===== src/rtl/bram_stream_reader.sv =====
// Block-read client for a BRAM read port: turns (addr, count) commands into
// single-word reads and delivers the returned words in order on a ready/valid stream.
module bram_stream_reader #(
  parameter int WIDTH           = 8,
  parameter int LOG2_DEPTH      = 5,
  parameter int LOG2_FIFO_DEPTH = 2
) (
  input  logic                  clk,
  input  logic                  reset,
  input  logic                  cmd_valid,
  output logic                  cmd_ready,
  input  logic [LOG2_DEPTH-1:0] cmd_addr,
  input  logic [LOG2_DEPTH:0]   cmd_num_words,
  output logic                  re,
  output logic [LOG2_DEPTH-1:0] raddr,
  output logic [1:0]            rfifobram,
  input  logic                  rvalid,
  input  logic [WIDTH-1:0]      rdata,
  output logic                  out_valid,
  output logic [WIDTH-1:0]      out_data,
  input  logic                  out_ready,
  output logic                  done
);

  localparam int FIFO_DEPTH = 1 << LOG2_FIFO_DEPTH;
  localparam int CW         = LOG2_FIFO_DEPTH + 1;

  localparam logic [LOG2_DEPTH-1:0]      ADDR_ONE  = 1;
  localparam logic [LOG2_DEPTH:0]        WCNT_ONE  = 1;
  localparam logic [LOG2_FIFO_DEPTH-1:0] PTR_ONE   = 1;
  localparam logic [CW-1:0]              CNT_ONE   = 1;
  localparam logic [CW:0]                CREDIT_LIM = (CW+1)'(FIFO_DEPTH);

  typedef enum logic [1:0] {
    IDLE  = 2'd0,
    ISSUE = 2'd1,
    DRAIN = 2'd2
  } state_t;

  state_t                    state_reg, state_next;
  logic                      re_reg, re_next;
  logic [LOG2_DEPTH-1:0]     raddr_reg, raddr_next;
  logic [LOG2_DEPTH:0]       issue_cnt_reg, issue_cnt_next;
  logic [LOG2_DEPTH:0]       deliver_cnt_reg, deliver_cnt_next;
  logic                      zero_done_reg, zero_done_next;
  logic [CW-1:0]             in_flight_reg, in_flight_next;
  logic [CW-1:0]             fifo_count_reg, fifo_count_next;
  logic [LOG2_FIFO_DEPTH-1:0] wr_ptr_reg, rd_ptr_reg;
  logic [WIDTH-1:0]          fifo_mem [FIFO_DEPTH];

  logic                      wr_en;
  logic                      rd_en;
  logic [CW:0]               credit_use;
  logic                      credit_ok;

  // A return with nothing outstanding is a leftover from before reset.
  assign wr_en     = rvalid && (in_flight_reg != '0);
  assign out_valid = (fifo_count_reg != '0);
  assign rd_en     = out_valid && out_ready;
  assign out_data  = out_valid ? fifo_mem[rd_ptr_reg] : '0;

  assign re        = re_reg;
  assign raddr     = raddr_reg;
  assign rfifobram = 2'b01;

  // Occupancy as it will stand next cycle; a read may be presented then only
  // if that total still leaves room for its word in the FIFO.
  assign credit_use = {1'b0, in_flight_reg} + {1'b0, fifo_count_reg}
                    + (CW+1)'(re_reg) - (CW+1)'(rd_en);
  assign credit_ok  = (credit_use < CREDIT_LIM);

  always_comb begin
    in_flight_next = in_flight_reg;
    if (re_reg && !wr_en) begin
      in_flight_next = in_flight_reg + CNT_ONE;
    end else if (!re_reg && wr_en) begin
      in_flight_next = in_flight_reg - CNT_ONE;
    end
  end

  always_comb begin
    fifo_count_next = fifo_count_reg;
    if (wr_en && !rd_en) begin
      fifo_count_next = fifo_count_reg + CNT_ONE;
    end else if (!wr_en && rd_en) begin
      fifo_count_next = fifo_count_reg - CNT_ONE;
    end
  end

  always_comb begin
    state_next       = state_reg;
    re_next          = 1'b0;
    raddr_next       = raddr_reg;
    issue_cnt_next   = issue_cnt_reg;
    deliver_cnt_next = rd_en ? (deliver_cnt_reg - WCNT_ONE) : deliver_cnt_reg;
    zero_done_next   = 1'b0;
    cmd_ready        = 1'b0;
    done             = zero_done_reg;

    case (state_reg)
      IDLE: begin
        cmd_ready = 1'b1;
        if (cmd_valid) begin
          deliver_cnt_next = cmd_num_words;
          if (cmd_num_words == '0) begin
            zero_done_next = 1'b1;
          end else begin
            re_next        = 1'b1;
            raddr_next     = cmd_addr;
            issue_cnt_next = cmd_num_words - WCNT_ONE;
            state_next     = ISSUE;
          end
        end
      end
      ISSUE: begin
        if (issue_cnt_reg == '0) begin
          state_next = DRAIN;
        end else if (credit_ok) begin
          re_next        = 1'b1;
          raddr_next     = raddr_reg + ADDR_ONE;
          issue_cnt_next = issue_cnt_reg - WCNT_ONE;
        end
      end
      DRAIN: begin
        if (deliver_cnt_reg == '0) begin
          done       = 1'b1;
          state_next = IDLE;
        end
      end
      default: begin
        state_next = IDLE;
      end
    endcase
  end

  always_ff @(posedge clk or posedge reset) begin
    if (reset) begin
      state_reg       <= IDLE;
      re_reg          <= 1'b0;
      raddr_reg       <= '0;
      issue_cnt_reg   <= '0;
      deliver_cnt_reg <= '0;
      zero_done_reg   <= 1'b0;
      in_flight_reg   <= '0;
      fifo_count_reg  <= '0;
      wr_ptr_reg      <= '0;
      rd_ptr_reg      <= '0;
    end else begin
      state_reg       <= state_next;
      re_reg          <= re_next;
      raddr_reg       <= raddr_next;
      issue_cnt_reg   <= issue_cnt_next;
      deliver_cnt_reg <= deliver_cnt_next;
      zero_done_reg   <= zero_done_next;
      in_flight_reg   <= in_flight_next;
      fifo_count_reg  <= fifo_count_next;
      if (wr_en) begin
        wr_ptr_reg <= wr_ptr_reg + PTR_ONE;
      end
      if (rd_en) begin
        rd_ptr_reg <= rd_ptr_reg + PTR_ONE;
      end
    end
  end

  // Storage is never cleared; out_valid gates every stale entry.
  always_ff @(posedge clk) begin
    if (wr_en) begin
      fifo_mem[wr_ptr_reg] <= rdata;
    end
  end

endmodule


===== config.mk =====
export PLATFORM = sky130hd
export DESIGN_NAME = bram_stream_reader
export DESIGN_NICKNAME = d
export VERILOG_FILES = /design/src/rtl/bram_stream_reader.sv
export SDC_FILE = /design/constraint.sdc
export NUM_CORES = 1
export LEC_CHECK = 0
export ABC_CLOCK_PERIOD_IN_PS = 2940
export CORE_ASPECT_RATIO = 0.7
export CORE_MARGIN = 3
export CORE_UTILIZATION = 30
export CTS_CLUSTER_DIAMETER = 60
export DETAILED_ROUTE_END_ITERATION = 6
export HOLD_SLACK_MARGIN = 0.08
export PLACE_DENSITY = 0.5
export SYNTH_ARGS = -nofsm -noshare
export SYNTH_HDL_FRONTEND = slang
export SYNTH_SLANG_ARGS = --single-unit

===== constraint.sdc =====
create_clock -name clk -period 2.94 [get_ports clk]
set_input_delay 0.441 -clock clk [delete_from_list [all_inputs] [get_ports clk]]
set_output_delay 0.441 -clock clk [all_outputs]
set_load 0.03 [all_outputs]

### Word-level counts from Yosys, hierarchy flattened

Memory sizes are Yosys's and may differ from the RTL's.
Index checks and enable logic that the tools add are counted.

| operators by class | value |
|---|---|
| add/subtract/negate cells | 13 |
| order comparisons | 1 |
| equality and inequality tests | 8 |
| mux-type cells | 36 |
| reduce and logical (&&, ||, !) cells | 20 |

Operators with widths:

| cell | number |
|---|---|
| 6-bit 2-to-1 mux | 7 |
| 5-bit 2-to-1 mux | 4 |
| 6-bit zero test | 3 |
| 6-bit by 1-bit subtractor with 6-bit output, second input constant | 3 |
| 1-bit 2-to-1 mux | 12 |
| 3-bit 2-to-1 mux | 4 |
| 2-bit != test, second input constant | 6 |
| 6-bit one-hot mux with 2 select lines | 1 |
| 5-bit one-hot mux with 2 select lines | 1 |
| 2-bit 2-to-1 mux | 4 |
| 8-bit 2-to-1 mux | 1 |
| 3-bit by 1-bit adder with 3-bit output, second input constant | 2 |
| 1-bit logical AND | 6 |
| 2-bit one-hot mux with 3 select lines | 1 |
| 2-bit nonzero test | 3 |
| 3-bit nonzero test | 2 |
| 3-bit by 1-bit subtractor with 3-bit output, second input constant | 2 |
| 5-bit by 1-bit adder with 5-bit output, second input constant | 1 |
| 5-bit AND reduction | 1 |
| 2-bit by 1-bit adder with 2-bit output, second input constant | 2 |
| 3-bit by 3-bit adder with 4-bit output | 1 |
| 4-bit by 1-bit adder with 4-bit output | 1 |
| 4-bit by 3-bit less-than comparator with 1-bit output, second input constant | 1 |
| 4-bit AND reduction | 1 |
| other kinds (6) | 8 |

| storage, ports and cells | value |
|---|---|
| bits in registers | 31 |
| RAM bits | 32 |
| output and inout bits | 19 |
| word-level logic and storage cells | 89 |
| memories kept | 1 |

Memory list:

| name | words | bits a word | read ports | clocked after memory_dff | write ports | line | source |
|---|---|---|---|---|---|---|---|
| fifo_mem | 4 | 8 | 1 | 0 | 1 | 49 | `logic [WIDTH-1:0] fifo_mem [FIFO_DEPTH];` |

### Longest topological paths before layout

Gate-level depths: netlist of the first run.

| depth | value |
|---|---|
| depth after elaboration | 7 |
| mapped depth | 15 |
| depth with buffers taken out | 12 |

### Worst setup path before layout of the first run

OpenSTA, ideal clock, no wires.

| timing | value |
|---|---|
| path kind | flip-flop to flip-flop |
| from | register fifo_count_reg[0] |
| to | register issue_cnt_reg[0] |
| data arrival time | 2793 ps |
| setup slack | 22 ps |
| cell stages (with the launch flop) | 16 |
| period minus slack after synthesis | 2918 ps |
| path through | dfrtp_1 -> or3_1 -> buf_2 -> and2_0 -> clkbuf_1 -> inv_2 -> nand2_1 -> nand2_1 -> ha_1 -> nand3_1 -> and4b_1 -> o211ai_2 -> and2_4 -> buf_8 -> inv_6 -> mux2_4 |

| on the way | value |
|---|---|
| word-level cells in the longest chain between the ends | 6 |
| elaborated cells on any way between the ends | 8 |
| those cells by class | add/sub: 3; order compare: 1; eq/ne: 1; reduce/logical: 3 |

RTL lines:

| element | line | source |
|---|---|---|
| start: declaration | 47 | `logic [CW-1:0] fifo_count_reg, fifo_count_next;` |
| start signal: assignment | 156 | `fifo_count_reg <= fifo_count_next;` |
| 3-bit nonzero test | 58 | `assign out_valid = (fifo_count_reg != '0);` |
| named net out_valid | 19 | `output logic out_valid,` |
| 1-bit logical AND | 59 | `assign rd_en = out_valid && out_ready;` |
| 4-bit by 1-bit subtractor with 4-bit output | 69 | `+ (CW+1)'(re_reg) - (CW+1)'(rd_en);` |
| 4-bit by 3-bit less-than comparator with 1-bit output | 70 | `assign credit_ok = (credit_use < CREDIT_LIM);` |
| 2-bit != test (no line) | -- |  |
| 5-bit AND reduction (no line) | -- |  |
| end signal: assignment | 152 | `issue_cnt_reg <= issue_cnt_next;` |
| end: declaration | 43 | `logic [LOG2_DEPTH:0] issue_cnt_reg, issue_cnt_next;` |

The timed path passes the listed nets, and every way through them passes these cells.
A chain may end at the register's enable or synchronous reset.

### Worst setup path after layout of the first run

| timing | value |
|---|---|
| from | register fifo_count_reg[0] |
| to | register issue_cnt_reg[0] |

| on the way | value |
|---|---|
| word-level cells in the longest chain between the ends | 6 |
| elaborated cells on any way between the ends | 8 |
| those cells by class | add/sub: 3; order compare: 1; eq/ne: 1; reduce/logical: 3 |

RTL lines:

| element | line |
|---|---|
| 3-bit by 3-bit adder with 4-bit output / 3-bit nonzero test (equally long branches) | 68, 58 |
| 4-bit by 1-bit adder with 4-bit output / 1-bit logical AND (equally long branches) | 69, 59 |
| 4-bit by 1-bit subtractor with 4-bit output * | 69 |
| 4-bit by 3-bit less-than comparator with 1-bit output * | 70 |
| 2-bit != test (no line) * | -- |
| 5-bit AND reduction (no line) * | -- |

Mark *: on every way between the ends. The rest lies on a longest branch, timed or not.

==> impl_metrics.toml, run 1 <==
[run_status]
run_status = "completed"

[synthesis]
synth_top_family_by_area = "simple AND/OR/NAND/NOR gates"
yosysSeqAreaShare_pct = 53.06
synth_edf_count = 32
synth_fa_ha_area_share_pct = 6.957
ys_types = 55
syn_area_mm2 = 0.003273
async_reset_ff_share_pct = 49.21
synthSimpleGateAreaFrac_pct = 11.81
synth_compound_area_share_pct = 9.327
syn_nets = 313
synth_top_flop_cell = "edfxtp_1"
synth_xor_xnor_area_share_pct = 4.281
ys_seq_elements = 63
avgSynthCellArea_um2 = 12.03
yosys-mux-area-fraction_pct = 9.327
synthCells = 272
ys_warn_count = 0

[layout]
layout.nets = 361
final_common_cell = "clkdlybuf4s50_1"
nFillCells = 992
mostFrequentLayoutCells = "40 x clkdlybuf4s50_1, 32 x edfxtp_1, 31 x dfrtp_1, 21 x inv_1, 18 x nor2_1"
register_area_mm2 = 0.001737
area_growth_pct = 28.13
antenna_cells = 0
design_area_mm2 = 0.004194
fin_util_pct = 40.05
multi_input_area_mm2 = 0.001374
largest_register_ff_count = 32
layout-drive-gt1-share_pct = 15.38

[clock_tree]
cts_tree = "yes"
clock_path_buffers = 2
cts_setup_buffers = 0
clock_latency_ns = 0.33
cts_max_level = 3
clock_sinks = 63
cts-root-buf = "clkbuf_16"
numCtsBuffers = 9
clk_pin_slew_ns = 0.05
hold_buffers = 0
ctsResizeCount = 0

[global_routing]
grt_remaining_overflow = 0
grt_max_degree = 20
grt_pass1_wl_um = 11610
grt_pass1_vias = 2228
grt_antenna_before_repair = 0
grt_use_total_pct = 12.49

[placed_design]
dp_hpwl_um = 5159
port_buffers = 40
gp_congestion = 0.8580
dp_slack_ns = 0.02509
dpl-instance-area_mm2 = 0.003861

[detailed_routing]
num_vias = 2215
initialDrtViolationCount = 153
firstDrtPassIters = 4
drcViolationCount = 0
ant_nets = 0
drt-vias-per-instance = 4.847
routed_wl_um = 7071
wire_per_inst_um = 15.47

[power_and_ir_drop]
ir_drop_mv = 0.3452
p_total_mw = 5.097
power_density_mw_per_mm2 = 1215
p_leak_nw = 1.656

[timing]
hold_viol = 0
skew_ns = 0.004877
layout_setup_ws_ns = 0.1962
fmax_ghz = 0.3645
max_slew_margin_pct = 43.83
finalSetupViolCount = 0
fin_setup_tns_ns = 0
worstMarginPinSlew_ns = 0.8417
fin_crit_ns = 2.744
period_share_pct = 93.33
final_max_slew_viol_count = 0
rsz0062_at_grt = "no"

[floorplanning]
core_mm2 = 0.01047
rows = 31
initial_core_util_pct = 31.25
die_y_um = 93.39
dieArea_mm2 = 0.01222
top_level_ports = 43
die_w_um = 130.8

[critical_path]
critical_path_required_ns = 3.15
endpoint_kind = "register"
critical_path.max_fanout = 6
worst-endpoint-arrival_ns = 2.95
worstSetupPathType = "reg2reg"
crit_path_start_kind = "register"
reg2reg_depth = 11

[hold_path]
min_path_type = "reg2reg"
hold_depth = 1

[flow_run]
cap_violations = 0
metrics by stage:
stage / instances / hold slack [ns]
floorplan: 272 / 0.4958
global placement: 441 / 0.5183
detailed placement: 441 / 0.5298
CTS: 457 / 0.5384
global route: 457 / 0.5562
finish: 457 / 0.5388
report_power, final:
part / internal, mW / leakage (nW) / switching, mW
clock: 0.769 / 0.155 / 0.389
combinational: 1.17 / 0.845 / 1.26
sequential: 1.24 / 0.656 / 0.261
worst paths after layout:
check	start	endpoint	slack [ns]
setup / recovery	fifo_count_reg[0]	issue_cnt_reg[0]	0.20
hold / removal	issue_cnt_reg[0]	issue_cnt_reg[0]	0.54
setup reg to reg	fifo_count_reg[0]	issue_cnt_reg[0]	0.20
hold reg to reg	issue_cnt_reg[0]	issue_cnt_reg[0]	0.54
max in group asynchronous	reset	rd_ptr_reg[1]	1.71
min in group asynchronous	reset	deliver_cnt_reg[1]	0.59
per-layer routing:
| metal | part of all wire [%] | vias up | track usage, % |
|---|---|---|---|
| met1 | 48 | 1083 | 18.37 |
| li1 | - | 1069 | - |
| met3 | 5.9 | 11 | 3.368 |
| met2 | 44 | 52 | 17.02 |
| met4 | 1.5 | 0 | 5.565 |
| met5 | 0 | - | 0 |
worst max-delay path: stages, from the launching register on:
cell	delay, ns
dfrtp_1	0.43
or3_1	0.38
and2_0	0.23
nand2b_1	0.13
nand2_1	0.06
ha_1	0.27
nand3_1	0.07
and4b_2	0.24
o211ai_2	0.21
and2_4	0.24
inv_6	0.06
mux2_4	0.29
area by class of cell:
type | instances | share of cell area (%)
flip-flops and latches | 63 | 41.41
multi-input cells | 172 | 32.76
repair buffers | 51 | 11.81
clock buffers | 10 | 5.698
well taps | 132 | 3.938
clock inverters | 6 | 2.208
inverters | 23 | 2.178
kinds of logic (layout without fill, tap and decap cells):
kind of cell,count (synthesis),count (layout)
simple gates,72,72
buf+inv,37,90
xor+xnor,16,16
other cells,2,2
fa+ha+maj,17,17
compound gates,46,46
mux,19,19
flops,63,63
synthesized netlist by cell type (2+ instances only):
master	n	area, um^2
nand3_1	6	30.03
nand2b_1	2	12.51
nor4_1	2	12.51
xnor2_1	12	105.1
mux2_4	2	30.03
clkbuf_1	10	37.54
nor2_1	18	67.56
buf_4	2	15.01
a21oi_1	13	65.06
or3_1	5	31.28
mux4_2	8	180.2
xor2_1	4	35.03
a211o_1	2	17.52
o22ai_1	2	12.51
o31a_1	2	17.52
fa_1	2	40.04
conb_1	2	7.510
inv_1	21	78.83
edfxtp_1	32	960.9
and2_1	13	81.33
mux2_2	4	45.04
nand2_1	11	41.29
o221ai_1	2	17.52
a31oi_1	2	12.51
o21ai_0	10	50.05
a2bb2oi_1	2	17.52
nor3_1	4	20.02
a221oi_1	2	17.52
dfrtp_1	31	775.7
ha_1	15	187.7
mux2i_1	5	50.05
Power figures use the tool's default switching activity.
==> run 2: changes to the inputs <==
- ABC_CLOCK_PERIOD_IN_PS: 2940 -> 3500
- PLACE_DENSITY: 0.5 -> 0.49
- clock period: 2.94 -> 3.5 ns (I/O delays scaled with it)
==> impl_metrics.toml, run 2 (synthesis results as in run 1) <==
[layout]
layout.nets = 355
largest_register_ff_count = 32
design_area_mm2 = 0.004080
fin_util_pct = 38.96
layout-drive-gt1-share_pct = 13.17
mostFrequentLayoutCells = "40 x clkdlybuf4s50_1, 32 x edfxtp_1, 31 x dfrtp_1, 21 x inv_1, 18 x nor2_1"
antenna_cells = 0
final_common_cell = "clkdlybuf4s50_1"
fin_cells = 451
area_growth_pct = 24.66

[clock_tree]
cts_max_level = 3
clock_latency_ns = 0.32
ctsResizeCount = 0
clock_sinks = 63
hold_buffers = 0
numCtsBuffers = 9
clock_path_buffers = 2
cts_tree = "yes"
cts_setup_buffers = 0
cts-root-buf = "clkbuf_16"
clk_pin_slew_ns = 0.05

[power_and_ir_drop]
swShare_pct = 39.00
p_seq_share_pct = 31.6
ir_drop_mv = 0.2835
internal-power_mw = 2.473
pwr-share-clk_pct = 20.0
power_density_mw_per_mm2 = 993.7
p_leak_nw = 1.601
switching_power_mw = 1.581
combPwrFrac_pct = 48.4

[timing]
fin_crit_ns = 2.892
skew_ns = 0.005526
fin_setup_tns_ns = 0
max_slew_margin_pct = 60.52
fmax_ghz = 0.3458
worstMarginPinSlew_ns = 0.5922
final_max_slew_viol_count = 0
period_share_pct = 82.63
rsz0062_at_grt = "no"
hold_viol = 0
finalSetupViolCount = 0

[critical_path]
endpoint_kind = "primary output"
crit_path_cell_trace = "mux4_2 > and2_1 > clkdlybuf4s50_1"
crit_path_start_kind = "register"
worst-endpoint-arrival_ns = 2.37
slowest_stage = "dfrtp_1"
critical_path.max_fanout = 10
worstSetupPathType = "reg2out"
critical_path_required_ns = 2.97
slowest_delay_ns = 0.72
crit_family = "flip-flops"
crit_buf_inv = 1

[global_routing]
grt_pass1_vias = 2170
grt_pass1_wl_um = 11480
grt_use_total_pct = 12.37
grt_remaining_overflow = 0
grt_max_degree = 32
grt_antenna_before_repair = 0

[floorplanning]
initial_core_util_pct = 31.25
rows = 31
top_level_ports = 43
die_y_um = 93.39
die_w_um = 130.8
core_mm2 = 0.01047
dieArea_mm2 = 0.01222

[detailed_routing]
firstDrtPassIters = 5
drcViolationCount = 0
routed_wl_um = 6937
num_vias = 2176
wire_per_inst_um = 15.38
initialDrtViolationCount = 195
ant_nets = 0
drt-vias-per-instance = 4.825

[run_status]
run_status = "completed"

[placed_design]
gp_congestion = 0.8334
dpl-instance-area_mm2 = 0.003804
place_inst = 435
dp_hpwl_um = 5011
port_buffers = 40

[flow_run]
cap_violations = 0

[hold_path]
min_path_type = "reg2reg"
-- run 2: final cells by class --
cell class / instances / area, um^2
clock buffers: 11 / 242.7
clock inverters: 5 / 33.78
fillers: 1003 / 6392
inverters: 23 / 91.34
multi-input cells: 172 / 1373
flip-flops and latches: 63 / 1737
well taps: 132 / 165.2
repair buffers: 45 / 437.9
-- run 2: power by group through the flow --
stage	sequential (mW)	clock, mW	combinational, mW
after global placement	1.30	0	1.96
after floorplan	1.24	0	1.48
after CTS	1.29	0.834	1.98
after detailed placement	1.30	0	1.97
final	1.28	0.810	1.96
after global routing	1.33	0.865	2.17
-- run 2: worst paths after layout --
| path | from | slack (ns) | cells after the start | end |
|---|---|---|---|---|
| worst max-delay path | rd_ptr_reg[0] | 0.61 | 3 | out_data[6] |
| worst min-delay path | fifo_count_reg[0] | 0.55 | 1 | fifo_count_reg[0] |
| worst max register to register | fifo_count_reg[0] | 0.64 | 12 | issue_cnt_reg[4] |
| worst min register to register | fifo_count_reg[0] | 0.55 | 1 | fifo_count_reg[0] |
| max in group asynchronous | reset | 2.58 | 3 | fifo_count_reg[2] |
| min in group asynchronous | reset | 0.62 | 3 | fifo_count_reg[0] |
-- run 2: layer usage --
layer	track usage, %	part of all wire, %	vias to the layer above
li1	-	-	1057
met1	19.00	51	1059
met2	16.26	43	51
met3	3.082	4.7	9
met4	5.223	1.2	0
met5	0	0	-
-- run 2: through the flow --
step | hold slack [ns] | setup WS [ns] | total power, mW
after floorplan | 0.4958 | 0.5821 | 2.724
after global placement | 0.5511 | 0.3928 | 3.266
after detailed placement | 0.5535 | 0.3457 | 3.267
after CTS | 0.5589 | 0.5303 | 4.101
after global routing | 0.6007 | 0.4259 | 4.368
final | 0.5547 | 0.6080 | 4.054
-- run 2: worst reg2reg max path: stages (launching register included) --
cell and delay (ns):
dfrtp_1 0.44, or3_1 0.39, and2_0 0.27, inv_2 0.18, nand2_1 0.08, nand2_1 0.08
ha_1 0.22, nand3_1 0.08, and4b_1 0.25, o211ai_2 0.14, and2_4 0.22, inv_6 0.09
mux2_4 0.30
